**src/rtl/ffram_port_arbiter.sv**
```systemverilog
// Purpose : shares port 0 of a dual-port flip-flop RAM between host single-word accesses and a fill engine.
// Latency : grant is combinational; host read data returns one cycle after acceptance (host_rdata_valid pulse).
// Backpressure: host_ready low when the fill wins a contended cycle; round-robin on contention.
//               With FFRAM_ARB_HOST_LOCKOUT_EN defined the fill owns the port for its whole duration.
// Ports   : clk/reset (sync, active-high); host_* request/response; fill_* control/status;
//           ram_*0 drive the RAM read/write port (ram_rdata0 is registered, 1-cycle latency).
module ffram_port_arbiter #(
    parameter int DATA_WIDTH = 16,
    parameter int ADDR_WIDTH = 8
) (
    input  logic                  clk,
    input  logic                  reset,
    input  logic                  host_valid,
    input  logic                  host_we,
    input  logic [ADDR_WIDTH-1:0] host_addr,
    input  logic [DATA_WIDTH-1:0] host_wdata,
    output logic                  host_ready,
    output logic [DATA_WIDTH-1:0] host_rdata,
    output logic                  host_rdata_valid,
    input  logic                  fill_start,
    input  logic [ADDR_WIDTH-1:0] fill_base,
    input  logic [ADDR_WIDTH:0]   fill_count,
    input  logic [DATA_WIDTH-1:0] fill_value,
    output logic                  fill_busy,
    output logic                  fill_done,
    output logic [ADDR_WIDTH-1:0] ram_addr0,
    output logic [DATA_WIDTH-1:0] ram_wdata0,
    output logic                  ram_we0,
    input  logic [DATA_WIDTH-1:0] ram_rdata0
);

    typedef enum logic {IDLE, FILL} state_t;

    state_t                state, state_nxt;
    logic [ADDR_WIDTH-1:0] base_q;
    logic [ADDR_WIDTH:0]   count_q;
    logic [ADDR_WIDTH:0]   idx_q;
    logic [DATA_WIDTH-1:0] value_q;
    logic                  last_fill_q;   // 1: fill won the previous contended cycle
    logic                  done_q;
    logic                  done_nxt;
    logic                  rvld_q;
    logic [ADDR_WIDTH-1:0] addr_q;        // last driven port-0 address, held when idle
    logic [DATA_WIDTH-1:0] wdata_q;

    logic                  host_req;
    logic                  fill_req;
    logic                  contended;
    logic                  grant_host;
    logic                  grant_fill;
    logic                  last_write;
    logic                  fill_accept;
    logic [ADDR_WIDTH-1:0] fill_addr;

    // Requests are masked during reset so an in-flight fill stops writing in the reset cycle itself.
    assign fill_req = (state == FILL) && !reset;
`ifdef FFRAM_ARB_HOST_LOCKOUT_EN
    assign host_req = host_valid && !reset && (state != FILL);
`else
    assign host_req = host_valid && !reset;
`endif

    assign contended   = host_req && fill_req;
    assign grant_host  = host_req && (!fill_req || last_fill_q);
    assign grant_fill  = fill_req && (!host_req || !last_fill_q);
    assign fill_addr   = base_q + idx_q[ADDR_WIDTH-1:0];
    assign last_write  = (idx_q == count_q - 1'b1);
    assign fill_accept = (state == IDLE) && fill_start && (fill_count != '0);

    assign host_ready       = grant_host;
    assign host_rdata       = ram_rdata0;
    assign host_rdata_valid = rvld_q;
    assign fill_busy        = (state == FILL);
    assign fill_done        = done_q;

    // Port-0 mux; with no grant the address/data buses hold their previous values.
    always_comb begin
        ram_addr0  = addr_q;
        ram_wdata0 = wdata_q;
        ram_we0    = 1'b0;
        if (grant_host) begin
            ram_addr0  = host_addr;
            ram_wdata0 = host_wdata;
            ram_we0    = host_we;
        end else if (grant_fill) begin
            ram_addr0  = fill_addr;
            ram_wdata0 = value_q;
            ram_we0    = 1'b1;
        end
    end

    // FSM state register
    always_ff @(posedge clk) begin
        if (reset) begin
            state <= IDLE;
        end else begin
            state <= state_nxt;
        end
    end

    // FSM next-state; a zero-length fill completes without leaving IDLE.
    always_comb begin
        state_nxt = state;
        done_nxt  = 1'b0;
        case (state)
            IDLE: begin
                if (fill_start) begin
                    if (fill_count != '0) begin
                        state_nxt = FILL;
                    end else begin
                        done_nxt = 1'b1;
                    end
                end
            end
            FILL: begin
                if (grant_fill && last_write) begin
                    state_nxt = IDLE;
                    done_nxt  = 1'b1;
                end
            end
            default: state_nxt = IDLE;
        endcase
    end

    // Datapath registers
    always_ff @(posedge clk) begin
        if (reset) begin
            base_q      <= '0;
            count_q     <= '0;
            idx_q       <= '0;
            value_q     <= '0;
            last_fill_q <= 1'b1;
            done_q      <= 1'b0;
            rvld_q      <= 1'b0;
            addr_q      <= '0;
            wdata_q     <= '0;
        end else begin
            done_q <= done_nxt;
            rvld_q <= grant_host && !host_we;
            if (fill_accept) begin
                base_q  <= fill_base;
                count_q <= fill_count;
                value_q <= fill_value;
                idx_q   <= '0;
            end else if (grant_fill) begin
                idx_q <= idx_q + 1'b1;
            end
            // Fairness history only moves on cycles where both sides wanted the port.
            if (contended) begin
                last_fill_q <= grant_fill;
            end
            if (grant_host || grant_fill) begin
                addr_q  <= ram_addr0;
                wdata_q <= ram_wdata0;
            end
        end
    end

endmodule

```
**config.mk**
```make
export PLATFORM = sky130hd
export DESIGN_NAME = ffram_port_arbiter
export DESIGN_NICKNAME = d
export VERILOG_FILES = /design/src/rtl/ffram_port_arbiter.sv
export SDC_FILE = /design/constraint.sdc
export NUM_CORES = 1
export LEC_CHECK = 0
export ABC_AREA = 1
export CORE_AREA = 2 2 97 99
export DETAILED_ROUTE_END_ITERATION = 16
export DIE_AREA = 0 0 99 101
export GPL_ROUTABILITY_DRIVEN = 0
export PLACE_DENSITY = 0.78
export SETUP_SLACK_MARGIN = 0.1
export SYNTH_ARGS = -nofsm -noshare
export SYNTH_HDL_FRONTEND = slang
export SYNTH_SLANG_ARGS = --single-unit
```
**constraint.sdc**
```tcl
create_clock -name clk -period 1.7 [get_ports clk]
set_clock_uncertainty 0.05 [all_clocks]
set_input_delay 0.34 -clock clk [delete_from_list [all_inputs] [get_ports clk]]
set_output_delay 0.34 -clock clk [all_outputs]
set_load 0.03 [all_outputs]
```
# [Word-level counts from Yosys, hierarchy flattened]
# Cells that the tools add are included.
[totals] reg_bits=70 in_bits=78 output_inout_bits=45 word_cells=48
[classes] addsub=3 eq_ne=1 n_mux=14 bitwise=1 reduce_logical=19
[ops] op="16-bit two-way mux" count=2
[ops] op="8-bit two-way mux" count=2
[ops] op="9-bit by 1-bit adder with 9-bit output, second input constant" count=1
[ops] op="9-bit equality test" count=1
[ops] op="1-bit logical AND" count=9
[ops] op="9-bit nonzero test" count=1
[ops] op="9-bit by 1-bit subtractor with 9-bit output, second input constant" count=1
[ops] op="8-bit adder" count=1
[ops] op="1-bit two-way mux" count=8
[ops] op="1-bit zero test" count=5
[ops] op="1-bit case mux with 2 select lines" count=2
[ops] op="1-bit logical OR" count=3
[ops] op="2-bit OR reduction" count=1
[ops] op="1-bit NOT" count=1

# [Longest topological paths before layout]
[depth] depth_word=8 ltp_mapped=12 depth_no_buf=12

# [Worst setup path after synthesis]
# Ideal clock, no wire load.
[synth_path] path_type="flip-flop to output port" start="register idx_q[0]" end="output port ram_addr0[4]" t_arrival_ns=1.698 required_ns=1.310 slack_ns=-0.388 path_stages_with_launch=9 n_path_buf=0 cell_sequence="dfxtp_1 -> ha_1 -> inv_1 -> fa_1 -> inv_1 -> a31oi_1 -> and2_1 -> o21ai_0 -> nand2_1"
[synth_via] elab_chain_cells=3
[synth_rtl] element="start, declared" line="37" source="logic [ADDR_WIDTH:0] idx_q;"
[synth_rtl] element="start signal, assigned" line="146" source="idx_q <= idx_q + 1'b1;"
[synth_rtl] element="8-bit adder" line="66" source="assign fill_addr = base_q + idx_q[ADDR_WIDTH-1:0];"
[synth_rtl] element="8-bit two-way mux" line="85" source="end else if (grant_fill) begin"
[synth_rtl] element="8-bit two-way mux" line="81" source="if (grant_host) begin"
[synth_rtl] element="end, declared" line="26" source="output logic [ADDR_WIDTH-1:0] ram_addr0,"
# No other way between the ends.

# [Worst setup path in the final report]
[layout_path] start="register base_q[0]" end="output port ram_addr0[4]"
[layout_via] elab_chain_cells=3
[layout_rtl] element="start, declared" line="35" source="logic [ADDR_WIDTH-1:0] base_q;"
[layout_rtl] element="start signal, assigned" line="141" source="base_q <= fill_base;"
[layout_rtl] element="8-bit adder" line="66"
[layout_rtl] element="8-bit two-way mux" line="85"
[layout_rtl] element="8-bit two-way mux" line="81"
# No other way between the ends.

==> out/qor.yml <==
worst_setup_path:
  crit_type: "flip-flop to output port"
  worst_ep_arrival_time_ns: 2.02
  worstPathMaxFanout: 3
  cp-start-kind: "flip-flop"
  cp-end-kind: "output port"
  cp.required_ns: 1.31
run_status:
  status: "finished, violations left"
  violations: "negative setup slack"
synth:
  syn-cell-area_mm2: 0.00365
  yosys_warnings: 0
  ys_seq_area_frac: 0.384
  syn-num-nets: 597
  async_reset_ff_frac: 0
  synth-seq-cells: 70
  synth_flop_cell: "dfxtp_1"
  netlist_instances: 509
  ys_types: 38
  syn_avg_cell_area_um2: 7.16
  synth_edf_count: 0
pwr:
  powerDensity_mw_per_mm2: 722
  p_sw_mw: 1.61
  p_seq_frac: 0.361
  clkPwrFrac: 0.313
  vdd_ir_drop_max_v: 0.000527
  swShare: 0.322
  internal-power_mw: 3.38
  leakage_nw: 3.34
  combPwrFrac: 0.326
clocking:
  cts_buffers: 9
  cts_tree: "done"
  cts_max_level: 3
  cts-root-buf: "clkbuf_8"
  ctsLongestPathBuffers: 2
  insertion_delay_ns: 0.36
  clk_pin_slew_ns: 0.08
  cts_sinks: 70
floorplanning:
  die_y_um: 101
  rows: 35
  start_util: 0.406
  io-pin-count: 123
  dieArea_mm2: 0.0100
  coreArea_mm2: 0.00898
  die_x_um: 99
timing:
  fmax_ghz: 0.415
  rsz0062_at_grt: "true"
  drv_slew: 0
  period_minus_slack_ns: 2.41
  tightest_slew_ns: 0.516
  relSlewSlack: 0.656
  finalWorstSetupSlack_ns: -0.709
  period_share: 1.42
  setup_viol: 50
  report.final.hold_viol_count: 0
place:
  placed_area_mm2: 0.00514
  io_buffers: 90
  hpwl_um: 7260
  place_ws_ns: -0.953
job:
  drv_cap: 0
detailed_routing:
  first_pass_iters: 5
  vias: 4360
  final_antenna_net_count: 0
  wl_per_cell_um: 19.7
  vias_per_cell: 5.37
  drtIter0Drc: 292
  drt-total-wl_um: 16000
  drc: 0
cells_and_area:
  multi_input_area_mm2: 0.00250
  design_area_mm2: 0.00691
  final_common_cell: "nand2_1"
  drive_above_1_share: 0.465
  mostFrequentLayoutCells: "nand2_1, buf_4, dfxtp_1"
  antenna_cells: 0
  nets: 784
  layout.area.seq_mm2: 0.00143
  nFillCells: 514
  syn_to_final_growth_pct: 89.6
global_route:
  grt_first_pass_wirelength_um: 21200
  overflow: 0
  antenna_found_initial: 0
  grt_pass1_vias: 4374
  grt_max_degree: 29
  track_usage: 0.271
hold_path:
  hold_path_class: "primary input to flip-flop"
==> power groups by stage <==
stage | sequential, mW | combinational, mW | clock, mW
after floorplan | 1.82 | 0.633 | 0
after global placement | 1.81 | 1.02 | 0
after detailed placement | 1.82 | 1.04 | 0
after CTS | 1.79 | 1.44 | 1.53
after global routing | 1.81 | 1.70 | 1.64
final | 1.80 | 1.63 | 1.56
==> final timing paths <==
path | to | depth (start not counted) | slack, ns | startpoint
max | ram_addr0[4] | 9 | -0.71 | base_q[0]
min | count_q[4] | 3 | 0.17 | fill_count[4]
max reg2reg | fill_busy | 14 | -0.29 | fill_busy
min reg2reg | value_q[11] | 2 | 0.44 | value_q[11]
==> cell families after synthesis <==
family | after synthesis | share of synthesized area
AND/OR/NAND/NOR | 242 | 0.281
buffers and inverters | 107 | 0.138
AO/OA/AOI/OAI | 73 | 0.139
flip-flops | 70 | 0.384
adder cells (fa/ha/maj) | 10 | 0.0364
XOR/XNOR | 7 | 0.0206
==> critical path, stage by stage (launching register included) <==
cell and delay [ns]:
dfxtp_2 0.40, ha_4 0.16, inv_2 0.04, fa_2 0.34, inv_2 0.10, a31oi_4 0.08
and2_4 0.15, o21ai_4 0.16, nand2_2 0.08, buf_6 0.14
==> Yosys cell counts (4+ instances only) <==
| cell type | n | share of area |
|---|---|---|
| a22o_1 | 4 | 0.0096 |
| a21oi_1 | 14 | 0.019 |
| nand2_1 | 169 | 0.17 |
| nand3_1 | 29 | 0.040 |
| ha_1 | 9 | 0.031 |
| buf_2 | 6 | 0.0082 |
| o21ai_0 | 29 | 0.040 |
| dfxtp_1 | 70 | 0.38 |
| clkbuf_1 | 5 | 0.0051 |
| xor2_1 | 5 | 0.012 |
| nor2_1 | 24 | 0.025 |
| o211ai_1 | 7 | 0.014 |
| nor3_1 | 4 | 0.0055 |
| o211ai_2 | 10 | 0.034 |
| buf_4 | 19 | 0.039 |
| inv_1 | 71 | 0.073 |
==> metal layers <==
layer	share of wire	routed length (µm)	track usage
met5	0	0	0
met4	0.067	1060	0.136
met3	0.065	1040	0.0631
met2	0.51	8110	0.510
met1	0.36	5740	0.278
==> cell type report <==
cell class	count	share of cell area
clock buffers	9	0.0179
clock inverters	7	0.0141
inverters	73	0.0407
multi-input cells	332	0.362
flip-flops and latches	70	0.206
well taps	111	0.0201
repair buffers	210	0.338
==> metrics by stage <==
stage	cells	utilization	setup TNS (ns)	power [mW]	hold slack, ns
after detailed placement	740	0.573	-41.34	2.86	0.419
after global placement	740	0.573	-36.69	2.83	0.415
after global routing	812	0.770	-19.34	5.15	0.198
final	812	0.770	-17.77	4.99	0.166
after floorplan	509	-	-1.24	2.45	0.368
after CTS	806	0.720	-12.71	4.75	0.392
==> state kept, by name (all words and copies together), names as in the netlist <==
signal	flops
addr_q	8
base_q	8
count_q	9
fill_busy	1
fill_done	1
host_rdata_valid	1
idx_q	9
last_fill_q	1
value_q	16
wdata_q	16
==> timing repair <==
item / 4_1_cts / 5_1_grt
setup endpoints to repair: 83 / 92
setup buffers: 64 / 28
gates cloned: 5 / 4
pin swaps: 53 / 37
resized for setup: 177 / 117
hold buffers: 0 / 0
No activity file was read; power rests on OpenSTA's default activity.
